--- src/rtl/serial_add_pkg.sv ---
// ----------------------------------------------------------------------------
// serial_add_pkg : shared state encoding and default sizes for serial_add_arbiter
// Revision: 1.0
// ----------------------------------------------------------------------------
`default_nettype none

package serial_add_pkg;

  localparam int DEF_WIDTH = 8;
  localparam int DEF_CNT_W = 3;

  typedef enum logic [1:0] {
    ST_IDLE  = 2'd0,
    ST_SHIFT = 2'd1,
    ST_DONE  = 2'd2
  } state_e;

endpackage

`default_nettype wire

--- src/rtl/full_adder.sv ---
// ----------------------------------------------------------------------------
// full_adder : single-bit full adder cell
// Revision: 1.0
// ----------------------------------------------------------------------------
`default_nettype none

module full_adder (
  input  logic a,
  input  logic b,
  input  logic cin,
  output logic s,
  output logic cout
);

  assign s    = a ^ b ^ cin;
  assign cout = (a & b) | (cin & (a ^ b));

endmodule

`default_nettype wire

--- src/rtl/serial_add_arbiter.sv ---
// ----------------------------------------------------------------------------
// serial_add_arbiter : two requesters share one full_adder via a round-robin
//                      arbiter and an LSB-first bit-serial add
// Revision: 1.0
// ----------------------------------------------------------------------------
`default_nettype none

module serial_add_arbiter
  import serial_add_pkg::*;
#(
  parameter int WIDTH = DEF_WIDTH,
  parameter int CNT_W = DEF_CNT_W
) (
  input  logic             clk,
  input  logic             rst,
  input  logic [1:0]       req,
  input  logic [WIDTH-1:0] a0,
  input  logic [WIDTH-1:0] b0,
  input  logic [WIDTH-1:0] a1,
  input  logic [WIDTH-1:0] b1,
  output logic [1:0]       grant,
  output logic             busy,
  output logic             done,
  output logic             done_id,
  output logic [WIDTH-1:0] sum,
  output logic             carry_out
);

  state_e             state_q, state_d;
  logic [1:0]         grant_q, grant_d;
  logic               winner_q, winner_d;
  logic               last_q, last_d;
  logic [WIDTH-1:0]   op_a_q, op_a_d;
  logic [WIDTH-1:0]   op_b_q, op_b_d;
  logic [WIDTH-1:0]   res_q, res_d;
  logic               carry_q, carry_d;
  logic [CNT_W-1:0]   cnt_q, cnt_d;
  logic [WIDTH-1:0]   sum_q, sum_d;
  logic               carry_out_q, carry_out_d;
  logic               done_id_q, done_id_d;
  logic               win;
  logic               fa_s;
  logic               fa_c;

  full_adder u_fa (
    .a    (op_a_q[0]),
    .b    (op_b_q[0]),
    .cin  (carry_q),
    .s    (fa_s),
    .cout (fa_c)
  );

  always_comb begin
    state_d     = state_q;
    grant_d     = grant_q;
    winner_d    = winner_q;
    last_d      = last_q;
    op_a_d      = op_a_q;
    op_b_d      = op_b_q;
    res_d       = res_q;
    carry_d     = carry_q;
    cnt_d       = cnt_q;
    sum_d       = sum_q;
    carry_out_d = carry_out_q;
    done_id_d   = done_id_q;
    win         = 1'b0;

    case (state_q)
      ST_IDLE: begin
        if (req != 2'b00) begin
          // On a tie, the requester not served last goes first
          win      = (req == 2'b11) ? ~last_q : req[1];
          winner_d = win;
          grant_d  = win ? 2'b10 : 2'b01;
          op_a_d   = win ? a1 : a0;
          op_b_d   = win ? b1 : b0;
          carry_d  = 1'b0;
          cnt_d    = '0;
          state_d  = ST_SHIFT;
        end
      end
      ST_SHIFT: begin
        op_a_d  = op_a_q >> 1;
        op_b_d  = op_b_q >> 1;
        res_d   = {fa_s, res_q[WIDTH-1:1]};
        carry_d = fa_c;
        cnt_d   = cnt_q + CNT_W'(1);
        if (cnt_q == CNT_W'(WIDTH - 1)) begin
          // Publish the result so it is visible during the DONE cycle
          sum_d       = {fa_s, res_q[WIDTH-1:1]};
          carry_out_d = fa_c;
          done_id_d   = winner_q;
          grant_d     = 2'b00;
          state_d     = ST_DONE;
        end
      end
      ST_DONE: begin
        last_d  = winner_q;
        state_d = ST_IDLE;
      end
      default: begin
        state_d = ST_IDLE;
        grant_d = 2'b00;
      end
    endcase
  end

  always_ff @(posedge clk) begin
    if (rst) begin
      state_q     <= ST_IDLE;
      grant_q     <= 2'b00;
      winner_q    <= 1'b0;
      last_q      <= 1'b1;
      op_a_q      <= '0;
      op_b_q      <= '0;
      res_q       <= '0;
      carry_q     <= 1'b0;
      cnt_q       <= '0;
      sum_q       <= '0;
      carry_out_q <= 1'b0;
      done_id_q   <= 1'b0;
    end else begin
      state_q     <= state_d;
      grant_q     <= grant_d;
      winner_q    <= winner_d;
      last_q      <= last_d;
      op_a_q      <= op_a_d;
      op_b_q      <= op_b_d;
      res_q       <= res_d;
      carry_q     <= carry_d;
      cnt_q       <= cnt_d;
      sum_q       <= sum_d;
      carry_out_q <= carry_out_d;
      done_id_q   <= done_id_d;
    end
  end

  assign grant     = grant_q;
  assign busy      = (state_q != ST_IDLE);
  assign done      = (state_q == ST_DONE);
  assign done_id   = done_id_q;
  assign sum       = sum_q;
  assign carry_out = carry_out_q;

endmodule

`default_nettype wire

--- config.mk ---
export PLATFORM = sky130hd
export DESIGN_NAME = serial_add_arbiter
export DESIGN_NICKNAME = d
export VERILOG_FILES = /design/src/rtl/serial_add_pkg.sv /design/src/rtl/full_adder.sv /design/src/rtl/serial_add_arbiter.sv
export SDC_FILE = /design/constraint.sdc
export NUM_CORES = 1
export LEC_CHECK = 0
export ABC_AREA = 0
export CAP_MARGIN = 20
export CELL_PAD_IN_SITES_DETAIL_PLACEMENT = 1
export CELL_PAD_IN_SITES_GLOBAL_PLACEMENT = 1
export CORE_ASPECT_RATIO = 1.2
export CORE_MARGIN = 2
export CORE_UTILIZATION = 33
export DETAILED_ROUTE_END_ITERATION = 12
export PLACE_DENSITY = 0.81
export SYNTH_ARGS = -nofsm -noshare
export SYNTH_HDL_FRONTEND = slang
export SYNTH_SLANG_ARGS = --single-unit
--- constraint.sdc ---
create_clock -name clk -period 1.4 [get_ports clk]
set_input_delay 0.21 -clock clk [delete_from_list [all_inputs] [get_ports clk]]
set_output_delay 0.21 -clock clk [all_outputs]
set_load 0.02 [all_outputs]
; ---- Word level (Yosys, flattened, before mapping)
; Index checks and enable logic that the tools add are counted.
[word_totals]
regBits = 44
output_inout_bits = 14
wordCells = 53
[classes]
addsub = 1
n_eq_ne = 6
n_mux = 18
n_bitwise = 7
n_reduce_logical = 9
[ops]
columns = op, n
row1 = 2-to-1 mux 8 bit, 4
row2 = one-hot mux 8 bit (2 select lines), 2
row3 = 2-to-1 mux 2 bit, 5
row4 = AND reduction 2 bit, 4
row5 = one-hot mux 2 bit (3 select lines), 1
row6 = one-hot mux 3 bit (2 select lines), 1
row7 = nonzero test 2 bit, 3
row8 = equality test 2 bit (second input constant), 2
row9 = != test 2 bit (second input constant), 2
row10 = one-hot mux 2 bit (2 select lines), 1
row11 = adder 3 x 1 -> 3 bit (second input constant), 1
row12 = equality test 3 bit (second input constant), 1
row13 = 2-to-1 mux 3 bit, 1
row14 = AND reduction 3 bit, 1
row15 = bitwise AND 1 bit, 2
row16 = equality test 2 x 1 -> 1 bit (second input constant), 1
row17 = zero test 2 bit, 1
row18 = 2-to-1 mux 1 bit, 2
row19 = NOT 1 bit, 2
row20 = one-hot mux 1 bit (2 select lines), 1
row21 = bitwise XOR 1 bit, 2
row22 = bitwise OR 1 bit, 1

; ---- Logic depth before layout (Yosys ltp)
[logic_depth]
word_depth = 5
mapped_depth = 6

; ---- Hierarchy
; From an unflattened synthesis, not the netlist that was laid out.
[unflattened]
cells_unflattened = 230
hier_area_um2 = 2048.2
[by_module_without_submodules]
columns = mod, instances, cells_per_inst, area_per_inst_um2, seq_area_each_um2
row1 = serial_add_arbiter, 1, 229, 2028.2, 860.8
row2 = full_adder, 1, 1, 20.0, 0.0

; ---- Least setup slack after synthesis
; OpenSTA, ideal clock, no wires.
[synth_timing]
kind = reg-to-reg
start = register cnt_q[0]
end = register sum_q[1], in the netlist sum[1]
setup_ns = 0.070
t_arrival_ns = 1.251
t_required_ns = 1.330
path_slack_ns = 0.078
path_stages_with_launch = 7
path_buffers = 1
synth_period_minus_slack_ns = 1.322
cell_sequence = dfxtp_1 ha_1 ha_1 nand3b_1 clkbuf_1 nand2_1 a21oi_1
[synth_between]
elab_chain_cells = 2
[synth_rtl]
columns = element, line_no
row1 = "start, declared", serial_add_arbiter.sv:37  ; logic [CNT_W-1:0] cnt_q, cnt_d;
row2 = "start signal, assigned", serial_add_arbiter.sv:131  ; cnt_q <= cnt_d;
row3 = equality test 3 bit, serial_add_arbiter.sv:88  ; if (cnt_q == CNT_W'(WIDTH - 1)) begin
row4 = AND reduction 2 bit (no line), n/a
row5 = "end signal, assigned", serial_add_arbiter.sv:132  ; sum_q <= sum_d;
row6 = "end, declared", serial_add_arbiter.sv:38  ; logic [WIDTH-1:0] sum_q, sum_d;
; Every way passes these cells.
; A chain may end at the register's enable or synchronous reset.

; ---- Worst setup path after layout
[layout_timing]
start = register state_q[0]
end = register op_b_q[2]
[layout_between]
elab_chain_cells = 3
[layout_rtl]
columns = element, line_no
row1 = "start, declared", serial_add_arbiter.sv:29  ; state_e state_q, state_d;
row2 = "start signal, assigned", serial_add_arbiter.sv:123  ; state_q <= state_d;
row3 = equality test 2 x 1 -> 1 bit / zero test 2 bit (equally long branches), serial_add_arbiter.sv:68  ; case (state_q)
row4 = nonzero test 2 bit (no line) / != test 2 bit (equally long branches), n/a
row5 = AND reduction 2 bit (no line), n/a
row6 = "end signal, assigned", serial_add_arbiter.sv:128  ; op_b_q <= op_b_d;
row7 = "end, declared", serial_add_arbiter.sv:34  ; logic [WIDTH-1:0] op_b_q, op_b_d;
; Parallel ways exist; a longest one is shown, timed or not.

==> flow_metrics.tcl <==
set metrics [dict create \
    use_met3_pct 4.37 \
    slew_headroom_pct 69.4 \
    ant_nets 0 \
    hold-worst-slack_ns 0.453 \
    synthArstFlopShare_pct 0 \
    ir_drop_uv 434 \
    outcome "finished, final reports clean" \
    dpl.hpwl_um 3600 \
    die_area_sq_mm 0.00682 \
    setup-violations-final 0 \
    fp.dieW_um 75.7 \
    path_class "reg2reg" \
    seq_area_sq_um 866 \
    ios 50 \
    grt_antenna_before_repair 0 \
    drt_iter0_drc 64 \
    path_clk_slew_ns 0.08 \
    die_h_um 90.1 \
    synthFlopType "dfxtp_1" \
    cts_buffers 5 \
    cp_cell_sequence "or2_4 > or3_4 > buf_4 > o22ai_1" \
    tns_ns 0 \
    gr-total-overflow 0 \
    start_kind "flop" \
    required_ns 1.63 \
    maxCapViolCount 0 \
    synth_edf_count 0 \
    netlist_area_sq_mm 0.00204 \
    cp_top_family "simple AND/OR/NAND/NOR gates" \
    coreArea_sq_mm 0.00601 \
    netlist_instances 230 \
    grt_start_max_net_pins 44 \
    crit_fanout 8 \
    grt_use_met1_pct 17.8 \
    drive_gt1_share_pct 13.6 \
    path_buf_inv 1 \
    hold_class "reg2reg" \
    grtUsageTotal_pct 15.6 \
    max_freq_mhz 728 \
    clock_skew_ns 0.00643 \
    wirelength_um 5030 \
    endpoint_kind "flop" \
    rows 31 \
    clkLatencyLatePin_ns 0.29 \
    multi_input_area_sq_mm 0.00110 \
    avgSynthCellArea_sq_um 8.86 \
    grtUsageMet2_pct 27.9 \
    crit_arrival_ns 1.60 \
    drc 0 \
    diodes 0 \
    syn_nets 269 \
    cts.sinks 43 \
    cts_root_buf "clkbuf_8" \
    io_buffers 49 \
    layout_common_cells "41 x dfxtp_1, 35 x clkdlybuf4s50_1, 27 x nand2_1, 24 x a21oi_1, 17 x buf_4" \
    via_per_inst 5.00 \
    grt_first_pass_wirelength_um 8400 \
    hold_violations 0 \
    busiest_layer "met2" \
    h-tree-depth 2 \
    rsz0062_at_grt "true" \
    tritoncts "built" \
    place_congestion 0.701 \
    tightest_slew_ns 0.459 \
    mostFrequentLayoutCell "dfxtp_1" \
    firstDrtPassIters 4 \
    routedWlPerCell_um 13.6 \
    start_util_pct 33.9 \
    fin_nets 325 \
    vias 1844 \
    critPathSlowestCell "or3_4" \
    grt_pass1_vias 1893 \
    yosys.cell_types.count 32 \
    power_per_cell_area_mw_per_mm2 883 \
    fillers 704 \
    slew_viol_final 0 \
    clockBufferDepth 2 \
    layout_min_cycle_time_ns 1.37 \
    ys_warn_count 0 \
    synth-seq-area-share_pct 42.3 \
    area_growth_pct 38.1 \
    synth-seq-cells 43 \
    fin_crit_sh_pct 98.2 \
    p_leak_nw 1.10 \
    slowest_delay_ns 0.39 \
]
==> kinds of logic after synthesis <==
logic type,after synthesis,synth area share (%)
multiplexers,16,7.86
buffers and inverters,23,5.47
AND/OR/NAND/NOR,80,22.2
AO/OA/AOI/OAI,65,20.0
flip-flops,43,42.3
adder cells (fa/ha/maj),3,2.21
==> state kept, by name (all words and copies together) (netlist names) <==
name / cells
carry_out: 1
carry_q: 1
cnt_q: 3
done_id: 1
grant: 2
last_q: 1
op_a_q: 8
op_b_q: 8
res_q: 7
state_q: 2
sum: 8
winner_q: 1
==> per-stage QoR <==
stage | setup WS [ns] | power, W | cell area (sq um) | util (%) | instances
finish | 0.0254 | 0.00248 | 2810 | 46.8 | 369
CTS | -0.00389 | 0.00251 | 2770 | 46.1 | 367
global route | -0.0280 | 0.00262 | 2810 | 46.8 | 369
detailed placement | -0.228 | 0.00175 | 2700 | 44.9 | 359
global placement | -0.191 | 0.00173 | 2700 | 44.9 | 359
floorplan | 0.0780 | 0.00155 | 2040 | - | 230
==> where the power goes <==
group | switching [W] | total (W) | internal (W)
sequential | 0.0000408 | 0.00132 | 0.00128
clock | 0.000401 | 0.000752 | 0.000350
combinational | 0.000184 | 0.000413 | 0.000229
==> worst register-to-register path, cell delays in order, from the launching register on <==
cell	delay [ns]
dfxtp_4	0.37
or2_4	0.27
or3_4	0.39
buf_4	0.18
o22ai_1	0.10
==> layout make-up <==
type,instances,share of cell area (%)
clock buffers,7,2.71
clock inverters,1,0.178
inverters,2,0.267
multi-input cells,164,39.1
flip-flops and latches,43,30.8
well taps,82,3.65
repair buffers,70,23.3
==> cell usage after synthesis, drive strengths merged (4+ instances only) <==
master / n / share of area [%]
o211ai: 5 / 1.8
and2: 14 / 4.3
nor2: 4 / 0.74
clkbuf: 12 / 2.2
and3b: 14 / 6.0
mux2i: 16 / 7.9
a21oi: 24 / 5.9
nand2: 27 / 5.0
buf: 9 / 2.9
a211oi: 14 / 5.2
dfxtp: 43 / 42
o22ai: 14 / 4.3
nand3: 10 / 2.5
==> path summary, 6_finish.rpt <==
kind / startpoint / end / slack [ns] / cells past startpoint
worst max-delay path: state_q[0] / op_b_q[2] / 0.03 / 4
worst min-delay path: sum[2] / sum[2] / 0.45 / 2
worst max register to register: state_q[0] / op_b_q[2] / 0.03 / 4
worst min register to register: sum[2] / sum[2] / 0.45 / 2
==> what timing repair did <==
item,4_1_cts,5_1_grt
setup buffers,0,1
gates cloned,0,1
hold buffers,0,0
setup endpoints to repair,41,31
pin swaps,0,1
resized for setup,25,10
==> metal layers <==
layer / part of all wire, % / vias to the layer above
li1: - / 937
met1: 41 / 865
met2: 55 / 36
met3: 3.1 / 6
met4: 0.95 / 0
met5: 0 / -
Note: power is estimated with default switching activity, not from simulation.
==> RTL change 1: new RTL, same flow settings <==
Make the reset (`rst`) asynchronous in one clocked block.
--- a/src/rtl/serial_add_arbiter.sv
+++ b/src/rtl/serial_add_arbiter.sv
@@ -105,7 +105,7 @@
     endcase
   end
 
-  always_ff @(posedge clk) begin
+  always_ff @(posedge clk or posedge rst) begin
     if (rst) begin
       state_q     <= ST_IDLE;
       grant_q     <= 2'b00;
Check against the original RTL: differs if rst is asserted again (counterexample within 4 cycles, from zero or initial values and one cycle with rst high); with rst held inactive, the same outputs for 10 cycles.
==> RTL change 1 against the unedited design <==
  * The flow now finishes with violations (setup timing)
  * Design area grew 12%
  * Area after synthesis shrank 0.92%
  * Setup slack got worse by 120 ps
  * Global-route usage is 1.8 points higher
  * Wire length rose by 14%
  * Non-clock buffer count up 15
  * Fmax decreased by 8.1%
  * Sequential cell count unchanged
  * Sequential share of layout area increased by 3.3 points
  * Critical endpoint is now sum[1]
  * Core utilization is 6.2 points higher
Power is not compared: it rests on default switching activity, and its combinational part moved more than twofold at a synthesized area within 25%.
==> RTL change 1: results (changes against the unedited design) <==
dp_hpwl_um: 3540  # was 3600 µm
timing.final.ws_setup_ps: -96.3  # was 25.4 ps
status: "finished with violations"  # was completed
place_area_um2: 2750  # was 2700 µm²
power.leakage_nw: 1.52
setup_viol: 7  # was 0
clk_pin_slew_worst_paths_ps: 80  # about the same
worstMarginPinSlew_ps: 528  # was 459 ps
crit_path_max_fanout: 5  # was 8
period_needed_ps: 1500  # was 1370 ps
synthDistinctLibCells: 31  # was 32
gp_congestion: 0.730  # was 0.701
synth_warnings: 0  # unchanged
clock_latency_ps: 300
nets: 304  # was 325
grt_pass1_wl_um: 8740  # was 8400 µm
avgSynthCellArea_um2: 10.9  # was 8.86 µm²
finalClockSkew_ps: 6.47  # was 6.43 ps
synthesis.nets: 224  # was 269
max-vdd-ir-drop_v: 0.00104
synthTopCellsByArea: "dfrtp_1 52%, mux2i_1 7.9%, nand2_1 7.6%"  # was dfxtp_1 42%, mux2i_1 7.9%, and3b_1 6.0%
fillers: 649  # was 704
grt_pass1_vias: 1802  # was 1893
track_usage_pct: 17.4  # was 15.6%
avgViaCountPerCell: 4.92  # was 5.00
yosysSeqAreaShare_pct: 53.4  # was 42.3%
cts_buffers: 5  # unchanged
synth_commonest_cells: "42 x dfrtp_1, 41 x nand2_1, 16 x mux2i_1"  # was 43 x dfxtp_1, 27 x nand2_1, 24 x a21oi_1
worst_ep_arrival_time_ps: 1690  # was 1600 ps
antenna_cells: 0  # unchanged
failed_checks: "setup timing"
numPortBuffers: 49  # unchanged
routedWlPerCell_um: 16.4  # was 13.6 µm
async_flop_share_pct: 100  # was 0%
final_cell_count_no_fill: 348  # was 369
dp_cells: 324  # was 359
fin_tns_setup_ps: -535  # was 0 ps
layout-drive-gt1-share_pct: 30.5  # was 13.6%
dominantRegCellSynth: "dfrtp_1"  # was dfxtp_1
drt_iter0_markers: 65  # was 64
cts_max_level: 2  # unchanged
min_path_type: "in2async"  # was reg2reg
-- RTL change 1: per-stage QoR --
| stage | setup WS, ps | utilization [%] |
|---|---|---|
| after detailed placement | -394 | 46.0 |
| after global placement | -307 | 46.0 |
| after floorplan | 1.15 | - |
| after CTS | -77.1 | 51.5 |
| after global routing | -138 | 53.0 |
| final | -96.3 | 53.0 |
-- RTL change 1: cells by family after synthesis --
kind of cell	count (synthesis)	synth area share, %
flops	43	53.4
buf+inv	18	4.71
compound gates	40	14.4
simple gates	54	11.2
fa+ha+maj	3	2.23
mux	27	14.1
-- RTL change 1: metal layers --
| layer | global-route usage (%) | part of all wire [%] | vias to the layer above |
|---|---|---|---|
| met3 | 3.01 | 2.9 | 5 |
| met5 | 0 | 0 | - |
| li1 | - | - | 801 |
| met2 | 31.5 | 57 | 35 |
| met4 | 6.22 | 0.84 | 0 |
| met1 | 20.3 | 39 | 872 |
-- RTL change 1: worst max-delay path, cell delays in order, from the launching register on --
cell	delay, ps
dfrtp_1	410
ha_2	200
ha_4	170
nand2_4	90
buf_12	110
buf_12	110
mux2_4	290
-- RTL change 1: area by class of cell --
class	instances	area [µm²]	area share, %
clock buffers	6	82.6	2.61
flip-flops and latches	43	1080	34.1
well taps	82	103	3.24
inverters	6	22.5	0.711
multi-input cells	124	975	30.8
repair buffers	85	868	27.4
clock inverters	2	35.0	1.11
-- RTL change 1: report_power, final --
| part | switching [mW] | leakage, nW | internal [mW] | total (mW) |
|---|---|---|---|---|
| Clock | 0.441 | 0.0612 | 0.578 | 1.02 |
| Combinational | 1.29 | 0.914 | 1.33 | 2.61 |
| Sequential | 0.361 | 0.542 | 1.78 | 2.14 |
-- RTL change 1: final timing paths --
kind	slack, ps	start	cells past startpoint	endpoint
max reg2reg	-100	cnt_q[0]	6	sum[1]
min reg2reg	500	res_q[1]	2	res_q[1]
min in group clk	500	res_q[1]	2	res_q[1]
min	240	rst	3	res_q[1]
max	-100	cnt_q[0]	6	sum[1]
max in group asynchronous	910	rst	3	last_q
-- RTL change 1: timing repair --
action	in CTS	in global routing
resized for setup	44	13
endpoints found under the setup margin	41	37
gates cloned	1	0
setup buffers	9	7
pin swaps	3	1
==> RTL change 2: new RTL, same settings <==
Without the edit above. Change the package constant `DEF_CNT_W` from 3 to 5.
--- a/src/rtl/serial_add_pkg.sv
+++ b/src/rtl/serial_add_pkg.sv
@@ -7,7 +7,7 @@
 package serial_add_pkg;
 
   localparam int DEF_WIDTH = 8;
-  localparam int DEF_CNT_W = 3;
+  localparam int DEF_CNT_W = 5;
 
   typedef enum logic [1:0] {
     ST_IDLE  = 2'd0,
Behaviour: same outputs for any inputs over 10 cycles, from zero or initial values and one cycle with rst high; that may be too few to reach the edited logic, so the function may still have changed.
==> RTL change 2 against the unedited design <==
  * Design area up 4.7%
  * Via count up 7.0%
  * Wire length up 13%
  * First-iteration DRC count up 25%
  * Worst hold slack better by 1.0 ps
  * Combinational power up 23%
  * Sequential cell count up 2
  * Area after synthesis up 0.80%
  * Setup slack better by 21 ps
  * Total power up 11%
  * Sequential power up 5%
  * Global-route usage up 1.6 points
  * Critical path type unchanged
  * Largest cell class unchanged
  * Largest power group unchanged
==> RTL change 2: results (changes against the unedited design) <==
routedWlPerCell_um: 14.3  # was 13.6 µm
grt_pass1_vias: 2087  # was 1893
power.leakage_nw: 1.13  # was 1.10 nW
synthDistinctLibCells: 35  # was 32
synthesis.nets: 285  # was 269
layout-drive-gt1-share_pct: 18.4  # was 13.6%
avgViaCountPerCell: 4.96  # was 5.00
max_stage_delay_ps: 340  # was 390 ps
grt_pass1_wl_um: 9470  # was 8400 µm
synth_commonest_cells: "45 x dfxtp_1, 28 x nand2_1, 27 x nor2_1"  # was 43 x dfxtp_1, 27 x nand2_1, 24 x a21oi_1
max-vdd-ir-drop_v: 0.000355  # was 0.000434 V
hold_end: "sum[6]"  # was sum[2]
netlist_instances: 247  # was 230
switchingPower_mw: 0.702  # was 0.626 mW
synth_xor_area_share_pct: 1.28  # was 0%
yosysSeqAreaShare_pct: 43.9  # was 42.3%
finish.instance_area_um2: 2950  # was 2810 µm²
timing.rr.start: "cnt_q[0]"  # was state_q[0]
crit_path_max_fanout: 3  # was 8
relSlewSlack_pct: 75.0  # was 69.4%
place_area_um2: 2810  # was 2700 µm²
worst_ep_arrival_time_ps: 1580  # was 1600 ps
grt_max_degree: 33  # was 44
r2r_cells: 7  # was 4
gp_congestion: 0.778  # was 0.701
nets: 353  # was 325
status: "completed"  # unchanged
synthAdderAreaFrac_pct: 1.58  # was 2.21%
crit_path_top_delay_cell: "dfxtp_2"  # was or3_4
finalClockSkew_ps: 1.87  # was 6.43 ps
reg2reg_to: "grant[1]"  # was op_b_q[2]
r2r_slack_ps: 50  # was 30 ps
critical_path.top_delay_family: "flip-flops"  # was simple AND/OR/NAND/NOR gates
RTL change 2: routing by layer:
layer / GRT usage, % / wire, µm / part of all wire (%) / vias to the layer above
li1: - / - / - / 992
met1: 16.9 / 2110 / 37 / 917
met2: 34.7 / 3200 / 56 / 52
met3: 3.90 / 236 / 4.2 / 12
met4: 5.61 / 122 / 2.2 / 0
met5: 0 / 0 / 0 / -
RTL change 2: what timing repair did:
action	CTS	global route
setup endpoints to repair	45	32
pin swaps	4	2
resized for setup	27	18
hold endpoints to repair	0	0
RTL change 2: worst max path at each step:
stage | startpoint | to | cells after the start
6_report | cnt_q[0] | grant[1] | 7
3_3_place_gp | req[0] | op_a_q[7] | 6
4_1_cts | state_q[1] | op_a_q[2] | 6
3_5_place_dp | req[0] | op_a_q[7] | 6
2_1_floorplan | state_q[0] | op_a_q[1] | 7
5_1_grt | cnt_q[1] | grant[0] | 7
RTL change 2: worst reg2reg max path, cell delays in order (launching register included):
cell      delay, ps
dfxtp_2         340
ha_4            160
nor4bb_4        140
buf_4           150
buf_4           150
nor2_4          120
nand2_2          70
a21oi_2         140
RTL change 2: stage by stage:
stage / hold WS (ps) / power [mW] / worst slack, ps / TNS [ps] / utilization [%]
final: 454 / 2.77 / 46.4 / 0 / 49.0
after global routing: 476 / 2.92 / -10.2 / -18.9 / 49.0
after CTS: 456 / 2.78 / 3.59 / 0 / 48.4
after detailed placement: 447 / 1.91 / -289 / -6280 / 46.7
after global placement: 439 / 1.89 / -252 / -4860 / 46.7
after floorplan: 358 / 1.67 / 30.9 / 0 / -
RTL change 2: power by group through the flow:
stage          Clock [mW]  Combinational (mW)  Sequential [mW]
2_1_floorplan           0               0.270             1.40
3_3_place_gp            0               0.481             1.41
3_5_place_dp            0               0.498             1.41
4_1_cts             0.893               0.503             1.38
5_1_grt             0.964               0.560             1.39
6_report            0.876               0.508             1.38
RTL change 2: cells by family (layout without fill, tap and decap cells):
group | after synthesis | count (layout)
compound gates | 78 | 78
xor+xnor | 3 | 3
fa+ha+maj | 2 | 2
buf+inv | 26 | 95
flops | 45 | 45
simple gates | 93 | 93
RTL change 2: layout make-up:
type,count,area share (%)
multi-input combinational,176,35.8
sequential,45,30.9
timing repair buffer,81,25.6
tap,82,3.48
clock buffer,7,3.27
inverter,6,0.765
clock inverter,1,0.170
